$ cat src/rtl/g_matrix_scheduler_if.sv
`default_nettype none
// ============================================================================
// Module   : g_matrix_scheduler_if
// Desc     : Source, calculator and status signals of the G-matrix scheduler.
// Revision : 1.0
// ============================================================================
interface g_matrix_scheduler_if #(
  parameter int N       = 16,
  parameter int NUM_REQ = 4,
  parameter int ID_W    = 2
);
  logic [NUM_REQ-1:0]   req;
  logic [NUM_REQ-1:0]   grant;
  logic                 src_rd;
  logic [2:0]           src_idx;
  logic [NUM_REQ*N-1:0] src_r_bus;
  logic [NUM_REQ*N-1:0] src_i_bus;
  logic                 Hq_out_valid;
  logic signed [N-1:0]  Hq_out_r;
  logic signed [N-1:0]  Hq_out_i;
  logic                 G_valid;
  logic                 dn_ready;
  logic                 busy;
  logic                 done;
  logic [ID_W-1:0]      done_id;
  logic                 err;

  modport master (
    input  req, src_r_bus, src_i_bus, G_valid, dn_ready,
    output grant, src_rd, src_idx, Hq_out_valid, Hq_out_r, Hq_out_i,
           busy, done, done_id, err
  );

  modport slave (
    output req, src_r_bus, src_i_bus, G_valid, dn_ready,
    input  grant, src_rd, src_idx, Hq_out_valid, Hq_out_r, Hq_out_i,
           busy, done, done_id, err
  );
endinterface
`default_nettype wire

$ cat src/rtl/g_matrix_scheduler.sv
`default_nettype none
// ============================================================================
// Module   : g_matrix_scheduler
// Desc     : Round-robin sharing of one G calculator between NUM_REQ Hq sources.
// Revision : 1.0
// ============================================================================
module g_matrix_scheduler #(
  parameter int N       = 16,
  parameter int NUM_REQ = 4,
  parameter int ID_W    = 2,
  parameter int TIMEOUT = 31
) (
  input wire clk,
  input wire rst,
  g_matrix_scheduler_if.master bus
);
  localparam int              c_TW       = $clog2(TIMEOUT + 1);
  localparam logic [c_TW-1:0] c_TMR_LAST = c_TW'(TIMEOUT - 1);
  localparam logic [ID_W-1:0] c_LAST_ID  = ID_W'(NUM_REQ - 1);

  typedef enum logic [2:0] {
    S_IDLE   = 3'd0,
    S_ARB    = 3'd1,
    S_LOAD   = 3'd2,
    S_DRAIN  = 3'd3,
    S_WAIT_G = 3'd4,
    S_DONE   = 3'd5
  } state_t;

  state_t              r_state;
  state_t              w_next;
  logic [ID_W-1:0]     r_ptr;
  logic [ID_W-1:0]     r_gid;
  logic [ID_W-1:0]     w_pick;
  logic [ID_W-1:0]     w_cand;
  logic [ID_W-1:0]     w_gid_inc;
  logic                w_found;
  logic [NUM_REQ-1:0]  r_grant;
  logic [2:0]          r_idx;
  logic                r_drn;
  logic [c_TW-1:0]     r_tmr;
  logic [2:0]          r_gcnt;
  logic                r_rd_d1;
  logic                r_vld;
  logic                r_err;
  logic signed [N-1:0] r_hq_r;
  logic signed [N-1:0] r_hq_i;
  logic                w_g4;
  logic                w_tmo;
  logic                w_release;

  // First requester at or after the round-robin pointer, wrapping modulo NUM_REQ
  always_comb begin
    int s;
    s       = 0;
    w_found = 1'b0;
    w_pick  = '0;
    w_cand  = '0;
    for (int k = 0; k < NUM_REQ; k++) begin
      s = int'(r_ptr) + k;
      if (s >= NUM_REQ) s = s - NUM_REQ;
      w_cand = ID_W'(s);
      if (!w_found && bus.req[w_cand]) begin
        w_found = 1'b1;
        w_pick  = w_cand;
      end
    end
  end

  assign w_gid_inc = (r_gid == c_LAST_ID) ? '0 : r_gid + 1'b1;
  assign w_g4      = (r_gcnt == 3'd4) || ((r_gcnt == 3'd3) && bus.G_valid);
  assign w_tmo     = (r_tmr == c_TMR_LAST);
  // Block ends either by completion or by WAIT_G timeout; both free the grant
  assign w_release = (r_state == S_WAIT_G) && (w_g4 || w_tmo);

  always_ff @(posedge clk) begin
    if (rst) r_state <= S_IDLE;
    else     r_state <= w_next;
  end

  always_comb begin
    w_next           = r_state;
    bus.src_rd       = 1'b0;
    bus.src_idx      = r_idx;
    bus.busy         = (r_state != S_IDLE);
    bus.done         = 1'b0;
    bus.done_id      = '0;
    bus.err          = r_err;
    bus.grant        = r_grant;
    bus.Hq_out_valid = r_vld;
    bus.Hq_out_r     = r_hq_r;
    bus.Hq_out_i     = r_hq_i;
    case (r_state)
      S_IDLE:   if ((|bus.req) && bus.dn_ready) w_next = S_ARB;
      S_ARB:    w_next = w_found ? S_LOAD : S_IDLE;
      S_LOAD: begin
        bus.src_rd = 1'b1;
        if (r_idx == 3'd7) w_next = S_DRAIN;
      end
      S_DRAIN:  if (r_drn) w_next = S_WAIT_G;
      S_WAIT_G: begin
        if (w_g4)       w_next = S_DONE;
        else if (w_tmo) w_next = S_IDLE;
      end
      S_DONE: begin
        bus.done    = 1'b1;
        bus.done_id = r_gid;
        w_next      = S_IDLE;
      end
      default:  w_next = S_IDLE;
    endcase
  end

  always_ff @(posedge clk) begin
    if (rst) begin
      r_ptr   <= '0;
      r_gid   <= '0;
      r_grant <= '0;
      r_idx   <= '0;
      r_drn   <= 1'b0;
      r_tmr   <= '0;
      r_gcnt  <= '0;
      r_rd_d1 <= 1'b0;
      r_vld   <= 1'b0;
      r_err   <= 1'b0;
      r_hq_r  <= '0;
      r_hq_i  <= '0;
    end else begin
      // Source answers one cycle after the strobe; register its word on that cycle
      r_rd_d1 <= (r_state == S_LOAD);
      r_vld   <= r_rd_d1;
      if (r_rd_d1) begin
        r_hq_r <= bus.src_r_bus[r_gid*N +: N];
        r_hq_i <= bus.src_i_bus[r_gid*N +: N];
      end
      r_idx <= (r_state == S_LOAD) ? r_idx + 3'd1 : 3'd0;
      r_drn <= (r_state == S_DRAIN) && !r_drn;
      r_tmr <= (r_state == S_WAIT_G) ? r_tmr + 1'b1 : '0;
      r_err <= (r_state == S_WAIT_G) && !w_g4 && w_tmo;

      if (r_state == S_ARB) begin
        r_gcnt <= '0;
      end else if (((r_state == S_DRAIN) || (r_state == S_WAIT_G)) &&
                   bus.G_valid && (r_gcnt != 3'd4)) begin
        r_gcnt <= r_gcnt + 3'd1;
      end

      if ((r_state == S_ARB) && w_found) begin
        r_gid   <= w_pick;
        r_grant <= {{(NUM_REQ-1){1'b0}}, 1'b1} << w_pick;
      end else if (w_release) begin
        r_grant <= '0;
        r_ptr   <= w_gid_inc;
      end
    end
  end
endmodule
`default_nettype wire
$ cat src/flat_wrapper.sv
// flat-port wrapper written by rule: the top's interface ports become plain ports
module g_matrix_scheduler_flat 
#(
  parameter int N       = 16,
  parameter int NUM_REQ = 4,
  parameter int ID_W    = 2,
  parameter int TIMEOUT = 31
)
  (clk, rst, bus_req, bus_src_r_bus, bus_src_i_bus, bus_G_valid, bus_dn_ready, bus_grant, bus_src_rd, bus_src_idx, bus_Hq_out_valid, bus_Hq_out_r, bus_Hq_out_i, bus_busy, bus_done, bus_done_id, bus_err);
  g_matrix_scheduler_if #(.N(N), .NUM_REQ(NUM_REQ), .ID_W(ID_W)) bus_i ();
  input wire clk;
  input wire rst;
  input wire logic [$bits(bus_i.req)-1:0] bus_req;
  input wire logic [$bits(bus_i.src_r_bus)-1:0] bus_src_r_bus;
  input wire logic [$bits(bus_i.src_i_bus)-1:0] bus_src_i_bus;
  input wire logic [$bits(bus_i.G_valid)-1:0] bus_G_valid;
  input wire logic [$bits(bus_i.dn_ready)-1:0] bus_dn_ready;
  output wire logic [$bits(bus_i.grant)-1:0] bus_grant;
  output wire logic [$bits(bus_i.src_rd)-1:0] bus_src_rd;
  output wire logic [$bits(bus_i.src_idx)-1:0] bus_src_idx;
  output wire logic [$bits(bus_i.Hq_out_valid)-1:0] bus_Hq_out_valid;
  output wire logic [$bits(bus_i.Hq_out_r)-1:0] bus_Hq_out_r;
  output wire logic [$bits(bus_i.Hq_out_i)-1:0] bus_Hq_out_i;
  output wire logic [$bits(bus_i.busy)-1:0] bus_busy;
  output wire logic [$bits(bus_i.done)-1:0] bus_done;
  output wire logic [$bits(bus_i.done_id)-1:0] bus_done_id;
  output wire logic [$bits(bus_i.err)-1:0] bus_err;
  assign bus_i.req = bus_req;
  assign bus_i.src_r_bus = bus_src_r_bus;
  assign bus_i.src_i_bus = bus_src_i_bus;
  assign bus_i.G_valid = bus_G_valid;
  assign bus_i.dn_ready = bus_dn_ready;
  assign bus_grant = bus_i.grant;
  assign bus_src_rd = bus_i.src_rd;
  assign bus_src_idx = bus_i.src_idx;
  assign bus_Hq_out_valid = bus_i.Hq_out_valid;
  assign bus_Hq_out_r = bus_i.Hq_out_r;
  assign bus_Hq_out_i = bus_i.Hq_out_i;
  assign bus_busy = bus_i.busy;
  assign bus_done = bus_i.done;
  assign bus_done_id = bus_i.done_id;
  assign bus_err = bus_i.err;
  g_matrix_scheduler #(.N(N), .NUM_REQ(NUM_REQ), .ID_W(ID_W), .TIMEOUT(TIMEOUT)) u_core (.clk(clk), .rst(rst), .bus(bus_i));
endmodule
$ cat config.mk
export PLATFORM = sky130hd
export DESIGN_NAME = g_matrix_scheduler_flat
export DESIGN_NICKNAME = d
export VERILOG_FILES = /design/src/rtl/g_matrix_scheduler_if.sv /design/src/rtl/g_matrix_scheduler.sv /design/src/flat_wrapper.sv
export SDC_FILE = /design/constraint.sdc
export NUM_CORES = 1
export LEC_CHECK = 0
export CORE_MARGIN = 2
export CORE_UTILIZATION = 35
export CTS_CLUSTER_SIZE = 40
export DETAILED_ROUTE_END_ITERATION = 8
export PLACE_DENSITY = 0.75
export SYNTH_ARGS = -nofsm -noshare
export SYNTH_HDL_FRONTEND = slang
export SYNTH_SLANG_ARGS = --single-unit
$ cat constraint.sdc
create_clock -name clk -period 4.11 [get_ports clk]
set_input_delay 0.822 -clock clk [delete_from_list [all_inputs] [get_ports clk]]
set_output_delay 0.822 -clock clk [all_outputs]
set_load 0.05 [all_outputs]
==> reports/results.ini, run 1 <==
[run_status]
status=completed

[clock_tree]
cts_tree=built
cts_resized=0
hold_buffers=0
cts_buffers=9
root_buffer=clkbuf_8
clk_latency_ps=320
cts_sinks=58
cts_setup_buffers=0
clk_pin_slew_worst_paths_ps=70
cts-htree-levels=3
clockBufferDepth=2

[global_route]
use_met1_pct=21.4
grt_use_total_pct=18.6
grt_max_degree=50
grt_overflow=0
busiest_layer=met2
grt_pass1_vias=3039
antenna_found_initial=0
grtUsageMet2_pct=33.1
grtUsageMet3_pct=5.46
grt_first_pass_wirelength_mm=14.5

[timing]
fin_crit_sh_pct=71.7
hold_violations=0
worst_slew_pin_slew_ps=1010
fin_worst_skew_ps=12.9
rsz0062_at_grt=no
fin_crit_ps=2950
setup_viol=0
tns_ps=0
max_freq_mhz=339
slew_violations=0
max-slew-margin-rel_pct=32.4

[layout]
nNetsFinal=596
area_delta_synth_final_pct=66.7
layout_common_cells=180 x clkdlybuf4s50_1, 55 x dfxtp_1, 48 x nor2_1
layout_commonest_cell=clkdlybuf4s50_1
n_antenna_cell=0
layout-drive-gt1-share_pct=12.9
post-route-util_pct=60.1

[logic_synthesis]
synth-compound-area-share_pct=6.37
yosysWarningCount=0
synthArstFlopShare_pct=0
avgSynthCellArea_um2=11.3
synthTopCellsByArea=dfxtp_1 37%, mux4_2 23%, mux2i_1 11%
ys_ff_latch=58
synthSimpleGateAreaFrac_pct=13.8
synth_top_family_by_area=multiplexers
synth_nets=422
synth_top_area_share_pct=37.0
yosys.area_share.xor_xnor_pct=1.12
syn-instance-count=278
synthAdderAreaFrac_pct=3.19
synth-edff-count=0
synthesis.area_um2=3140
synthFlopType=dfxtp_1
yosysTopAreaCell=dfxtp_1
synthDistinctLibCells=45
synthMuxAreaShare_pct=34.1
synth-seq-area-share_pct=37.0

[critical_path]
arrival_ps=2120
crit_family=buffers and inverters
worstSetupPathType=register to output port
worstSetupStartpoint=u_core.r_state[0]
worstPathCellList=and3b_1 > and2_1 > clkdlybuf4s50_1
path_max_fanout=13
slowest_delay_ps=790
crit_buf_inv=1
reg2reg_slack_ps=2260
timing.rr.end=u_core.bus.Hq_out_r[2]
r2r-start=u_core.r_gid[0]
critical_path.startpoint_type=register
crit_path_top_delay_cell=clkdlybuf4s50_1
reg2reg_depth=4
cp_num_cells=3
cp.required_ps=3290
end_kind=output port
endpoint=bus_done_id[1]

[die]
ios=182
start_util_pct=36.0
dieArea_um2=9750
num_rows=34
die_w_um=98.7
die_height_um=98.7
core_area_um2=8720

[run]
max_cap_viol_count=0

[drt]
drc=0
vias_per_cell=5.01
ant_nets=0
dr.pass1.iters=4
drt_iter0_drc=80
route.vias.total=2830
wire_per_inst_um=16.3
drt_wl_total_mm=9.20

[worst_hold_path]
hold_class=register to register

[placed_design]
portBuffers=181
globalplace.congestion=0.778
dpl.hpwl_mm=7.23

[power]
p_leak_nw=1.83
p_per_area_nw_per_um2=311
peakVddDrop_mv=0.179

## metrics by stage
stage               power [mW]  hold WS [ps]  std cells  setup slack (ps)  area (µm²)
floorplan                0.801           430        278              1500        3140
global placement         0.978           443        549              1560        4980
detailed placement       0.986           457        549              1490        4980
CTS                       1.65           473        565              1130        5240
global route              1.70           499        565              1040        5240
finish                    1.63           468        565              1160        5240
## routing by layer
metal	share of wire, %	up-vias
met5	0	-
met4	1.3	0
met3	7.8	11
met2	52	113
met1	39	1335
li1	-	1371
## area by class of cell
cell class / instances / area [µm²]
Clock buffer: 12 / 155
Clock inverter: 4 / 97.6
Fill cell: 736 / 3480
Inverter: 6 / 22.5
Multi-Input combinational cell: 194 / 1840
Sequential cell: 58 / 1160
Tap cell: 108 / 135
Timing Repair Buffer: 183 / 1820
## logic make-up (layout without fill, tap and decap cells)
family          after synthesis  after routing
fa+ha+maj                     8              8
mux                          67             67
simple gates                 88             88
compound gates               27             27
buf+inv                      26            205
flops                        58             58
xor+xnor                      4              4
## sequential cells by signal, indices dropped and copies added, names as in the netlist
register	count
u_core.bus.Hq_out_i	16
u_core.bus.Hq_out_r	16
u_core.bus.Hq_out_valid	1
u_core.bus.err	1
u_core.bus.grant	4
u_core.bus.src_idx	3
u_core.r_drn	1
u_core.r_gcnt	3
u_core.r_gid	2
u_core.r_ptr	2
u_core.r_rd_d1	1
u_core.r_state	3
u_core.r_tmr	5
## cell usage after synthesis, types with 2 or more instances
cell	n
nor2_1	48
xor2_1	2
a211o_1	2
nor3_1	6
buf_6	4
a22o_1	2
o31ai_1	3
mux2i_1	35
or3_1	3
nand2_1	6
buf_2	7
clkbuf_1	7
dfxtp_1	58
xnor2_1	2
a22oi_1	2
inv_1	6
ha_1	8
and2_1	5
nand3b_1	2
a32oi_1	3
mux4_2	32
nand3_1	2
a21oi_1	6
nand2b_1	6
## worst register-to-register path: cells and delay by family (launching register included)
family        cells  cell delay (ps)
mux               2              770
buf+inv           1              540
flops             1              340
simple gates      1               60
## report_power, final
group	internal, mW	switching [mW]	total, mW
Clock	0.437	0.220	0.657
Sequential	0.581	0.0269	0.608
Combinational	0.215	0.148	0.363
## worst min path at each step
| stage | from | end | depth (start not counted) |
|---|---|---|---|
| finish | u_core.r_tmr[0] | u_core.r_tmr[0] | 1 |
| global placement | u_core.r_tmr[0] | u_core.r_tmr[0] | 1 |
| floorplan | u_core.r_tmr[0] | u_core.r_tmr[0] | 1 |
| detailed placement | u_core.r_tmr[0] | u_core.r_tmr[0] | 1 |
| global route | u_core.r_ptr[0] | u_core.r_ptr[0] | 2 |
| CTS | u_core.r_tmr[0] | u_core.r_tmr[0] | 1 |
Power figures use the tool's default switching activity.
==> run 2: changes to the inputs <==
--- a/config.mk
+++ b/config.mk
@@ -9,7 +9,7 @@
 export CORE_UTILIZATION = 35
 export CTS_CLUSTER_SIZE = 40
 export DETAILED_ROUTE_END_ITERATION = 8
-export PLACE_DENSITY = 0.75
+export PLACE_DENSITY = 0.78
 export SYNTH_ARGS = -nofsm -noshare
 export SYNTH_HDL_FRONTEND = slang
 export SYNTH_SLANG_ARGS = --single-unit
==> constraint.sdc (replaced) <==
create_clock -name clk -period 2.5 [get_ports clk]
set_input_delay 0.5 -clock clk [delete_from_list [all_inputs] [get_ports clk]]
set_output_delay 0.5 -clock clk [all_outputs]
set_load 0.05 [all_outputs]
==> run 2 against run 1 <==
Effect of this change: first-iteration DRC count decreased by 39%; setup slack worse by 690 ps; final cell count increased by 0.71%; global-route usage up 0.19 points; critical endpoint is now bus_src_idx[0]; final area is 0.24% lower; sequential power up 61%.
==> reports/results.ini, run 2 (synthesis results as in run 1) <==
[run_status]
status=completed

[power]
power_mw=2.46  ; +51%
peakVddDrop_mv=0.277  ; +55%
p_per_area_nw_per_um2=470  ; +51%
p_leak_nw=1.85  ; +0.88%

[clock_tree]
clockBufferDepth=2  ; unchanged
clk_pin_slew_worst_paths_ps=60  ; about the same
cts_sinks=58  ; unchanged
cts_setup_buffers=0  ; unchanged
hold_buffers=0  ; unchanged
cts_buffers=9  ; unchanged
cts_tree=built
clk_latency_ps=330  ; about the same
root_buffer=clkbuf_8
cts-htree-levels=3  ; unchanged

[layout]
n_antenna_cell=0  ; unchanged
seqCellArea_um2=1160  ; -0.11%
fillers=756  ; +2.7%
final_cells=569  ; +0.71%
nNetsFinal=600  ; +0.67%
multi_input_area_um2=1840  ; unchanged
layout_commonest_cell=clkdlybuf4s50_1
area_delta_synth_final_pct=66.3
layout_common_cells=175 x clkdlybuf4s50_1, 56 x dfxtp_1, 48 x nor2_1
layout-drive-gt1-share_pct=14.5  ; +1.6 points

[critical_path]
worstSetupPathType=register to output port
crit_path_top_delay_cell=clkdlybuf4s50_1
reg2reg_slack_ps=670  ; -1590 ps
crit_buf_inv=1  ; unchanged
r2r-start=u_core.r_gid[0]
slowest_delay_ps=830  ; +40 ps
end_kind=output port
arrival_ps=1530  ; -590 ps
crit_family=buffers and inverters
worstPathCellList=clkdlybuf4s50_1
timing.rr.end=u_core.bus.Hq_out_r[7]
reg2reg_depth=4  ; unchanged
critical_path.startpoint_type=register
cp.required_ps=2000  ; -1290 ps
path_max_fanout=3  ; -10

[die]
start_util_pct=36.0  ; unchanged
num_rows=34  ; unchanged
core_area_um2=8720  ; unchanged
dieArea_um2=9750  ; unchanged
die_w_um=98.7  ; unchanged
die_height_um=98.7  ; unchanged
ios=182  ; unchanged

[timing]
rsz0062_at_grt=no
tns_ps=0  ; unchanged
max_freq_mhz=494
slew_violations=0  ; unchanged
worst_slew_pin_slew_ps=539  ; -474 ps
max-slew-margin-rel_pct=63.9  ; +32 points
fin_crit_ps=2030
fin_worst_skew_ps=8.69  ; -4.20 ps
fin_crit_sh_pct=81.0
hold_violations=0  ; unchanged
setup_viol=0  ; unchanged

[drt]
dr.pass1.iters=4  ; unchanged
drt_wl_total_mm=9.18  ; -0.23%
drt_iter0_drc=49  ; -39%
route.vias.total=2876  ; +1.6%
wire_per_inst_um=16.1  ; -0.93%
ant_nets=0  ; unchanged
drc=0  ; unchanged
vias_per_cell=5.05  ; +0.91%

[global_route]
grt_pass1_vias=3131  ; +3.0%
antenna_found_initial=0  ; unchanged
grt_first_pass_wirelength_mm=14.6  ; +0.72%
grt_max_degree=33  ; -34%
grt_use_total_pct=18.8  ; +0.19 points
grt_overflow=0  ; unchanged

[worst_hold_path]
whs_path_depth=1  ; unchanged
hold_class=register to register
hp-start=u_core.r_tmr[0]
holdPathEnd=u_core.r_tmr[0]

[placed_design]
globalplace.congestion=0.780  ; +0.24%
portBuffers=181  ; unchanged
dp_cells=553  ; +0.73%
dpl.hpwl_mm=7.34  ; +1.6%

[run]
max_cap_viol_count=0  ; unchanged

-- run 2: changes by cell type in the layout (fill, tap and decap cells not counted), sizes merged --
cell	change
buf	+8
clkinvlp	+3
clkdlybuf4s50	-5
bufinv	-2
clkbuf	-3
dlymetal6s2s	+1
clkinv	+2
-- run 2: cell type report --
cell class	instances	area share, %
timing repair buffer	187	35.8
multi-input combinational	194	35.2
clock inverter	7	1.34
clock buffer	9	2.37
inverter	6	0.431
tap	108	2.59
sequential	58	22.3
-- run 2: worst max path at each step --
| stage | slack (ps) | start | depth (start not counted) | to |
|---|---|---|---|---|
| after floorplan | 210 | u_core.r_state[1] | 2 | bus_src_rd |
| after global placement | 500 | bus_req[0] | 6 | u_core.bus.grant[2] |
| after detailed placement | 370 | bus_req[3] | 6 | u_core.bus.grant[1] |
| after CTS | 90 | u_core.r_state[2] | 2 | bus_done |
| after global routing | 380 | u_core.r_state[2] | 2 | bus_done |
| final | 470 | u_core.bus.src_idx[0] | 1 | bus_src_idx[0] |
-- run 2: timing repair --
action,CTS,global route
setup endpoints to repair,0,1
endpoints found under the hold margin,0,0
resized for setup,0,1
-- run 2: routing by layer --
layer,track usage [%],up-vias,part of all wire [%]
li1,-,1383,-
met4,5.69,0,1.5
met5,0,-,0
met1,20.6,1361,37
met2,34.6,119,53
met3,5.67,13,8.5
-- run 2: where the power goes --
group	switching, mW	total (mW)	internal [mW]	leakage (nW)
Sequential	0.0234	0.979	0.956	0.470
Combinational	0.266	0.626	0.360	1.29
Clock	0.395	0.851	0.456	0.0873
-- run 2: per-stage QoR --
step	hold slack (ps)	utilization [%]	instance area, µm²	setup slack (ps)
3_3_place_gp	444	57.7	5030	499
5_1_grt	493	59.9	5230	380
3_5_place_dp	459	57.7	5030	368
6_report	468	59.9	5230	474
4_1_cts	474	59.9	5220	85.6
2_1_floorplan	430	-	3140	212
==> run 3: changes to the inputs <==
==> constraint.sdc (replaced) <==
create_clock -name clk -period 1.7 [get_ports clk]
set_input_delay 0.34 -clock clk [delete_from_list [all_inputs] [get_ports clk]]
set_output_delay 0.34 -clock clk [all_outputs]
set_load 0.05 [all_outputs]
==> run 3 against run 2 <==
Effect of this change: via count grew 3.0%; combinational power grew 56%; register-to-register slack lost 550 ps; final area grew 2.4%; largest power group unchanged; first-iteration DRC count grew 59%; routed wire length grew 1.4%; sequential share of layout area shrank 0.32 points; core utilization grew 1.4 points.
==> reports/results.ini, run 3 (synthesis results as in run 1) <==
[die]
start_util_pct=36.0  ; unchanged
core_area_um2=8720  ; unchanged
die_w_um=98.7  ; unchanged
num_rows=34  ; unchanged
dieArea_um2=9750  ; unchanged
ios=182  ; unchanged
die_height_um=98.7  ; unchanged

[run]
max_cap_viol_count=0  ; unchanged

[timing]
worst_slew_pin_slew_ps=392  ; -148 ps
max_freq_mhz=600
tns_ps=0  ; unchanged
hold_violations=0  ; unchanged
fin_crit_ps=1670
fin_ws_ps=34.7  ; -440 ps
fin_crit_sh_pct=98.0
timing.hold.ws_ps=396  ; -72.1 ps
slew_violations=0  ; unchanged
rsz0062_at_grt=yes
fin_worst_skew_ps=12.4  ; +3.74 ps
max-slew-margin-rel_pct=73.7  ; +9.8 points
setup_viol=0  ; unchanged

[critical_path]
crit_path_top_delay_cell=dfxtp_4
critical_path.startpoint_type=register
arrival_ps=1330  ; -200 ps
worstPathCellList=buf_6 > or3_4 > buf_12
crit_family=flip-flops
r2r-start=u_core.r_gcnt[1]
timing.rr.end=u_core.bus.grant[3]
slowest_delay_ps=350  ; -480 ps
endpoint=bus_busy
reg2reg_depth=7  ; +3
cp_num_cells=3  ; +2
path_max_fanout=11  ; +8
cp.required_ps=1360  ; -640 ps
end_kind=output port
worstSetupPathType=register to output port
worstSetupStartpoint=u_core.r_state[1]
reg2reg_slack_ps=120  ; -550 ps
crit_buf_inv=2  ; +1

[clock_tree]
clk_latency_ps=330  ; about the same
root_buffer=clkbuf_8
clockBufferDepth=2  ; unchanged
cts_sinks=58  ; unchanged
cts_buffers=9  ; unchanged
hold_buffers=0  ; unchanged
clk_pin_slew_worst_paths_ps=70  ; about the same
cts_tree=built
cts-htree-levels=3  ; unchanged

[drt]
wire_per_inst_um=15.9  ; -1.2%
vias_per_cell=5.07  ; +0.31%
drc=0  ; unchanged
route.vias.total=2961  ; +3.0%
ant_nets=0  ; unchanged
drt_iter0_drc=78  ; +59%
dr.pass1.iters=5  ; +1
drt_wl_total_mm=9.31  ; +1.4%

[layout]
layout-drive-gt1-share_pct=27.9  ; +13 points
layout_common_cells=134 x clkdlybuf4s50_1, 60 x buf_4, 53 x dfxtp_1
final_cells=584  ; +2.6%
area_delta_synth_final_pct=70.3
final_area_um2=5350  ; +2.4%
n_antenna_cell=0  ; unchanged
layout_commonest_cell=clkdlybuf4s50_1
nNetsFinal=615  ; +2.5%
post-route-util_pct=61.4  ; +1.4 points

[placed_design]
portBuffers=181  ; unchanged
dp_cells=565  ; +2.2%
dpl-instance-area_um2=5070  ; +0.90%
globalplace.congestion=0.795  ; +1.8%
dpl.hpwl_mm=7.56  ; +2.9%
pre_cts_ws_ps=-179  ; -546 ps

[run_status]
status=completed

[global_route]
grt_overflow=0  ; unchanged
grt_use_total_pct=19.3  ; +0.49 points
antenna_found_initial=0  ; unchanged
grt_first_pass_wirelength_mm=15.0  ; +2.8%
grt_pass1_vias=3171  ; +1.3%
grt_max_degree=29  ; -12%

[power]
power_mw=3.81  ; +55%
p_leak_nw=2.04  ; +10%
peakVddDrop_mv=0.408  ; +47%
p_per_area_nw_per_um2=712  ; +52%

[worst_hold_path]
hold_class=primary input to register

## run 3: where the power goes
group / switching [mW] / internal [mW]
Clock: 0.574 / 0.822
Sequential: 0.0351 / 1.40
Combinational: 0.408 / 0.566
Total: 1.02 / 2.79
## run 3: routing by layer
| layer | wire length [µm] | track usage (%) | vias to the layer above |
|---|---|---|---|
| met5 | 0 | 0 | - |
| met4 | 167 | 5.37 | 0 |
| met3 | 810 | 6.95 | 13 |
| met2 | 4810 | 34.4 | 130 |
| met1 | 3530 | 21.6 | 1403 |
| li1 | - | - | 1415 |
## run 3: worst reg2reg max path, cell delays in order (launching register included)
cell and delay, ps:
dfxtp_1 330, ha_1 180, ha_1 190, a22o_1 210, o21ai_2 150, a21boi_4 230
nand3b_1 110, o31ai_1 80
## run 3: repair_timing
item | in CTS | in global routing
gates resized for setup | 8 | 3
endpoints found under the setup margin | 4 | 6
buffers inserted | 0 | 3
pin swaps | 0 | 3
## run 3: cell type report
cell class	count	area, µm²
timing repair buffer	202	1930
tap	108	135
clock inverter	7	93.8
multi-input combinational	194	1870
clock buffer	9	124
inverter	6	22.5
sequential	58	1170
fill	723	3370
## run 3: how the worst min path moves through the flow
stage / start / end / slack (ps) / depth (start not counted)
floorplan: u_core.r_tmr[0] / u_core.r_tmr[0] / 430 / 1
global placement: u_core.r_tmr[0] / u_core.r_tmr[0] / 440 / 1
detailed placement: u_core.bus.src_idx[0] / u_core.bus.src_idx[0] / 470 / 1
CTS: rst / u_core.r_drn / 370 / 3
global route: rst / u_core.bus.src_idx[0] / 400 / 3
finish: rst / u_core.bus.src_idx[0] / 400 / 3
